===== src/rtl/octave_mode_ctrl.sv =====
// Octave / waveform-mode register pair stepped by keypad strobes.
// Define MUTE_EN to add the click-suppression sequencer (mute around each change).
module octave_mode_ctrl #(
  parameter int OCT_MAX     = 3,
  parameter int OCT_INIT    = 2,
  parameter int MUTE_CYCLES = 256,
  parameter int OCT_W       = 2
) (
  input  logic             clk,
  input  logic             rst,
  input  logic             octave_pulse,
  input  logic             mode_pulse,
  output logic [OCT_W-1:0] octave,
  output logic [1:0]       mode,
  output logic             mute,
  output logic             change
);

  if (OCT_INIT > OCT_MAX) begin : g_bad_init
    $error("OCT_INIT must not exceed OCT_MAX");
  end
  if (MUTE_CYCLES < 1) begin : g_bad_mute
    $error("MUTE_CYCLES must be at least 1");
  end

  function automatic logic [OCT_W-1:0] step_oct(input logic [OCT_W-1:0] o);
    return (o == OCT_W'(OCT_MAX)) ? '0 : o + OCT_W'(1);
  endfunction

  function automatic logic [1:0] step_mode(input logic [1:0] m);
    return m + 2'd1;
  endfunction

  logic [OCT_W-1:0] octave_nxt;
  logic [1:0]       mode_nxt;
  logic             change_nxt;

`ifdef MUTE_EN
  localparam int CNT_W = $clog2(MUTE_CYCLES + 1);
  localparam logic [CNT_W-1:0] CNT_LOAD = CNT_W'(MUTE_CYCLES - 1);

  typedef enum logic [1:0] {IDLE, PRE, APPLY, POST} state_t;

  state_t           state, state_nxt;
  logic [CNT_W-1:0] cnt, cnt_nxt;
  logic             pend_oct, pend_mode, pend_oct_nxt, pend_mode_nxt;
  logic             lat_oct, lat_mode, lat_oct_nxt, lat_mode_nxt;
  logic             mute_r, mute_nxt;

  always_ff @(posedge clk) begin
    if (rst) begin
      state     <= IDLE;
      cnt       <= '0;
      pend_oct  <= 1'b0;
      pend_mode <= 1'b0;
      lat_oct   <= 1'b0;
      lat_mode  <= 1'b0;
      mute_r    <= 1'b0;
    end else begin
      state     <= state_nxt;
      cnt       <= cnt_nxt;
      pend_oct  <= pend_oct_nxt;
      pend_mode <= pend_mode_nxt;
      lat_oct   <= lat_oct_nxt;
      lat_mode  <= lat_mode_nxt;
      mute_r    <= mute_nxt;
    end
  end

  always_comb begin
    state_nxt     = state;
    cnt_nxt       = cnt;
    pend_oct_nxt  = pend_oct;
    pend_mode_nxt = pend_mode;
    lat_oct_nxt   = lat_oct;
    lat_mode_nxt  = lat_mode;
    octave_nxt    = octave;
    mode_nxt      = mode;
    change_nxt    = 1'b0;
    // While busy, presses collapse into one pending step per type.
    if (state != IDLE) begin
      pend_oct_nxt  = pend_oct | octave_pulse;
      pend_mode_nxt = pend_mode | mode_pulse;
    end
    case (state)
      IDLE: begin
        if (octave_pulse | pend_oct | mode_pulse | pend_mode) begin
          lat_oct_nxt   = octave_pulse | pend_oct;
          lat_mode_nxt  = mode_pulse | pend_mode;
          pend_oct_nxt  = 1'b0;
          pend_mode_nxt = 1'b0;
          cnt_nxt       = CNT_LOAD;
          state_nxt     = PRE;
        end
      end
      PRE: begin
        if (cnt == '0) state_nxt = APPLY;
        else           cnt_nxt   = cnt - CNT_W'(1);
      end
      APPLY: begin
        if (lat_oct)  octave_nxt = step_oct(octave);
        if (lat_mode) mode_nxt   = step_mode(mode);
        change_nxt = 1'b1;
        cnt_nxt    = CNT_LOAD;
        state_nxt  = POST;
      end
      POST: begin
        if (cnt == '0) state_nxt = IDLE;
        else           cnt_nxt   = cnt - CNT_W'(1);
      end
      default: state_nxt = IDLE;
    endcase
    mute_nxt = (state_nxt != IDLE);
  end

  assign mute = mute_r;
`else
  always_comb begin
    octave_nxt = octave_pulse ? step_oct(octave) : octave;
    mode_nxt   = mode_pulse ? step_mode(mode) : mode;
    change_nxt = octave_pulse | mode_pulse;
  end

  assign mute = 1'b0;
`endif

  always_ff @(posedge clk) begin
    if (rst) begin
      octave <= OCT_W'(OCT_INIT);
      mode   <= 2'd0;
      change <= 1'b0;
    end else begin
      octave <= octave_nxt;
      mode   <= mode_nxt;
      change <= change_nxt;
    end
  end

endmodule


===== config.mk =====
export PLATFORM = sky130hd
export DESIGN_NAME = octave_mode_ctrl
export DESIGN_NICKNAME = d
export VERILOG_FILES = /design/src/rtl/octave_mode_ctrl.sv
export SDC_FILE = /design/constraint.sdc
export NUM_CORES = 1
export LEC_CHECK = 0
export ABC_AREA = 1
export CAP_MARGIN = 10
export CORE_AREA = 2 2 39 41
export CTS_BUF_LIST = sky130_fd_sc_hd__clkbuf_16
export DETAILED_ROUTE_END_ITERATION = 8
export DIE_AREA = 0 0 41 43
export GPL_TIMING_DRIVEN = 1
export PLACE_DENSITY = 0.39
export SLEW_MARGIN = 20
export SYNTH_ARGS = -nofsm -noshare
export SYNTH_HDL_FRONTEND = slang
export SYNTH_SLANG_ARGS = --single-unit

===== constraint.sdc =====
create_clock -name clk -period 1.2 [get_ports clk]
set_clock_uncertainty 0.05 [all_clocks]
set_input_delay 0.12 -clock clk [delete_from_list [all_inputs] [get_ports clk]]
set_output_delay 0.12 -clock clk [all_outputs]
set_load 0.02 [all_outputs]

# After elaboration in Yosys (flattened, before gate mapping)
# Cells that the tools add are included.
# word_totals
register_bits,5
latchBits,0
ramBits,0
romBits,0
inputBits,4
out_inout_bits,6
word_cells,8
mem_count,0
# classes
addsub,2
n_mul,0
div,0
magnitude_cmp,0
n_eq_ne,1
shifts,0
mux,1
bitwise_logic,1
n_reduce_logical,0
# ops
cell,n
adder 2 x 1 -> 2 bit (second input constant),2
equality test 2 bit (second input constant),1
two-way mux 2 bit,1
bitwise OR 1 bit,1

# Longest topological paths before layout
# logic_depth
word_depth,2
ltp_mapped,4
ltp_nobuf,4

# Least setup slack after synthesis
# Ideal clock, no wire load.
# synth_path
path_kind,register to register
startpoint,register octave[0]
endpoint,register octave[1]
arrival_time_ps,837
required_ps,1029
path_slack_ps,192
path_stages_with_launch,4
path_buffers,0
synth_period_minus_slack_ps,1008
path_cell_list,dfxtp_1 > ha_1 > nand2_1 > nand3_1
# synth_between
elab_chain_cells,2
# synth_lines
item,line_no,rtl
start: declaration,13,"output logic [OCT_W-1:0] octave,"
start signal: assignment,129,octave <= OCT_W'(OCT_INIT);
start signal: assignment,133,octave <= octave_nxt;
adder 2 x 1 -> 2 bit or equality test 2 bit (tied branches),27,return (o == OCT_W'(OCT_MAX)) ? '0 : o + OCT_W'(1);
two-way mux 2 bit (*),27,
# Every way passes the cells marked *; elsewhere a longest branch is shown, timed or not.
# A chain may end at the register's enable or synchronous reset.

# Worst setup path in the final report
# layout_path
startpoint,register octave[1]
endpoint,output port octave[1]
# No word-level cell between the ends.

==> reports/results.ini <==
[synthesis]
synth_top_family_by_area = simple AND/OR/NAND/NOR gates
synthSimpleGateAreaFrac = 0.278
synth_async_sr_flop_share = 0
synth.avg_cell_area_um2 = 7.29
synth_common_cells = nand2_1, dfxtp_1, nor2_1, inv_1, nand3_1
yosysMostFrequentCell = nand2_1
muxShareOfSynthArea = 0
synthAdderAreaFrac = 0.0592
syn_area_um2 = 211
synthDistinctLibCells = 10
syn-num-nets = 34
synth_area_leader_cell = dfxtp_1
synth-seq-cells = 5
synth_area_leaders = dfxtp_1, nand2_1, nor2_1
synth-edff-count = 0
netlist_instances = 29
synth_warnings = 0
yosysTopAreaCellShare = 0.473
synth-compound-area-share = 0.0651
synth-xor-area-share = 0
synth_top_flop_cell = dfxtp_1
ys_seq_area_frac = 0.473

[power_and_ir_drop]
leakagePower_nw = 0.199
swShare = 0.200
p_per_area_nw_per_um2 = 2090
p_int_mw = 0.653
irDropWorstVdd_mv = 0.783
comb_power_share = 0.112
switchingPower_mw = 0.164
pwr-share-seq = 0.229
p_clk_frac = 0.659

[flow_run]
drv_cap = 0

[timing]
min_period_ps = 1070
hold_viol = 0
finalSetupViolCount = 0
fin_hold_ws_ps = 424
rsz0062_at_grt = false
setup_tns_ps = 0
setup_ws_ps = 131
period_share = 0.891
drv_slew = 0
fmax_ghz = 0.935

[clock_tree]
clock_path_buffers = 2
clock_sinks = 5
cts_max_level = 1
ctsResizeCount = 5
cts-root-buf = clkbuf_16
cts_setup_buffers = 0
numCtsBuffers = 3
cts_tree = yes
cts_hold_buf = 0
clk_pin_slew_ps = 30
clkLatencyLatePin_ps = 230

[critical_path]
max_stage_delay_ps = 340
worstReg2RegStart = octave[0]
cp.required_ps = 1030
path_delay_family = buffers and inverters
slowest_stage = dlygate4sd2_1
start_kind = register
worst-setup-path-type = reg -> out
critical_path.endpoint_type = primary output
crit_chain = dlygate4sd2_1
worst-path-buf-inv = 1
crit_arrival_ps = 900
crit_fanout = 3
crit_start = octave[1]

[die]
start_util = 0.153
fp.dieH_um = 43
core_um2 = 1380
pin_count = 10
die_x_um = 41
die_area_um2 = 1760
fp-row-count = 14

[detailed_routing]
routedWlPerCell_um = 7.55
dr.pass1.iters = 4
routed_wirelength_um = 438
drt_iter0_drc = 4
ant_nets = 0
vias_per_cell = 3.41
drc = 0
vias = 198

[layout]
multiInputGateArea_um2 = 88.8
fin_area_um2 = 392
fill_cells = 149
area_delta_synth_final_pct = 85.2
layout-drive-gt1-share = 0.143
regArea_um2 = 100
final_nets = 48
antennaDiodeCount = 0

[place]
place_area_um2 = 319
port_buffers = 8
place_congestion = 0.657
dp_hpwl_um = 311
post-place-ws_ps = 87.0

[global_route]
antenna_found_initial = 0
grt_pass1_wl_um = 724
grtUsageTotal = 0.0683
grt_overflow = 0
grt_pass1_vias = 183
grt_max_degree = 6

[hold_path]
hold_start = rst
worstHoldPathType = in -> reg

[status]
outcome = completed

[per-layer routing]
metal	track usage	vias up	share of wire
li1	-	111	-
met1	0.0774	79	0.51
met2	0.0719	8	0.38
met3	0.0628	0	0.11
met4	0.0600	0	0
met5	0	-	0
[cell usage in the layout (no fill, tap or decap), drive strengths merged]
cell type,instances
nand3,2
buf,2
dlygate4sd2,5
inv,5
conb,1
clkdlybuf4s50,3
dfxtp,5
nand2,8
ha,1
nor2,5
clkbuf,3
a21oi,2
[registers in the layout (all words and copies together) (netlist names)]
register,count
mode,2
octave,2
change,1
[per-stage QoR]
step / instances / power (mW) / utilization
finish: 58 / 0.817 / 0.283
global route: 58 / 0.855 / 0.283
CTS: 58 / 0.834 / 0.283
detailed placement: 54 / 0.292 / 0.231
global placement: 54 / 0.291 / 0.231
floorplan: 29 / 0.242 / -
[cell type report]
cell class | instances | area share
inverter | 4 | 0.0383
timing repair buffer | 10 | 0.227
sequential | 5 | 0.256
clock buffer | 3 | 0.192
tap | 16 | 0.0511
clock inverter | 1 | 0.00958
multi-input combinational | 19 | 0.227
[logic make-up (layout without fill, tap and decap cells)]
logic type,after synthesis,count (layout)
fa+ha+maj,1,1
buf+inv,5,18
compound gates,2,2
other cells,1,1
simple gates,15,15
flops,5,5
[final timing paths]
check,end,slack (ps),depth (start not counted)
max,octave[1],130,1
min,change,420,2
max reg2reg,octave[1],190,4
min reg2reg,octave[1],430,2
[power groups by stage]
stage | clock, mW | combinational [mW] | sequential (mW)
4_1_cts | 0.554 | 0.0927 | 0.188
5_1_grt | 0.565 | 0.102 | 0.189
6_report | 0.538 | 0.0918 | 0.187
3_5_place_dp | 0 | 0.101 | 0.190
3_3_place_gp | 0 | 0.101 | 0.190
2_1_floorplan | 0 | 0.0323 | 0.209
Power figures use the tool's default switching activity.
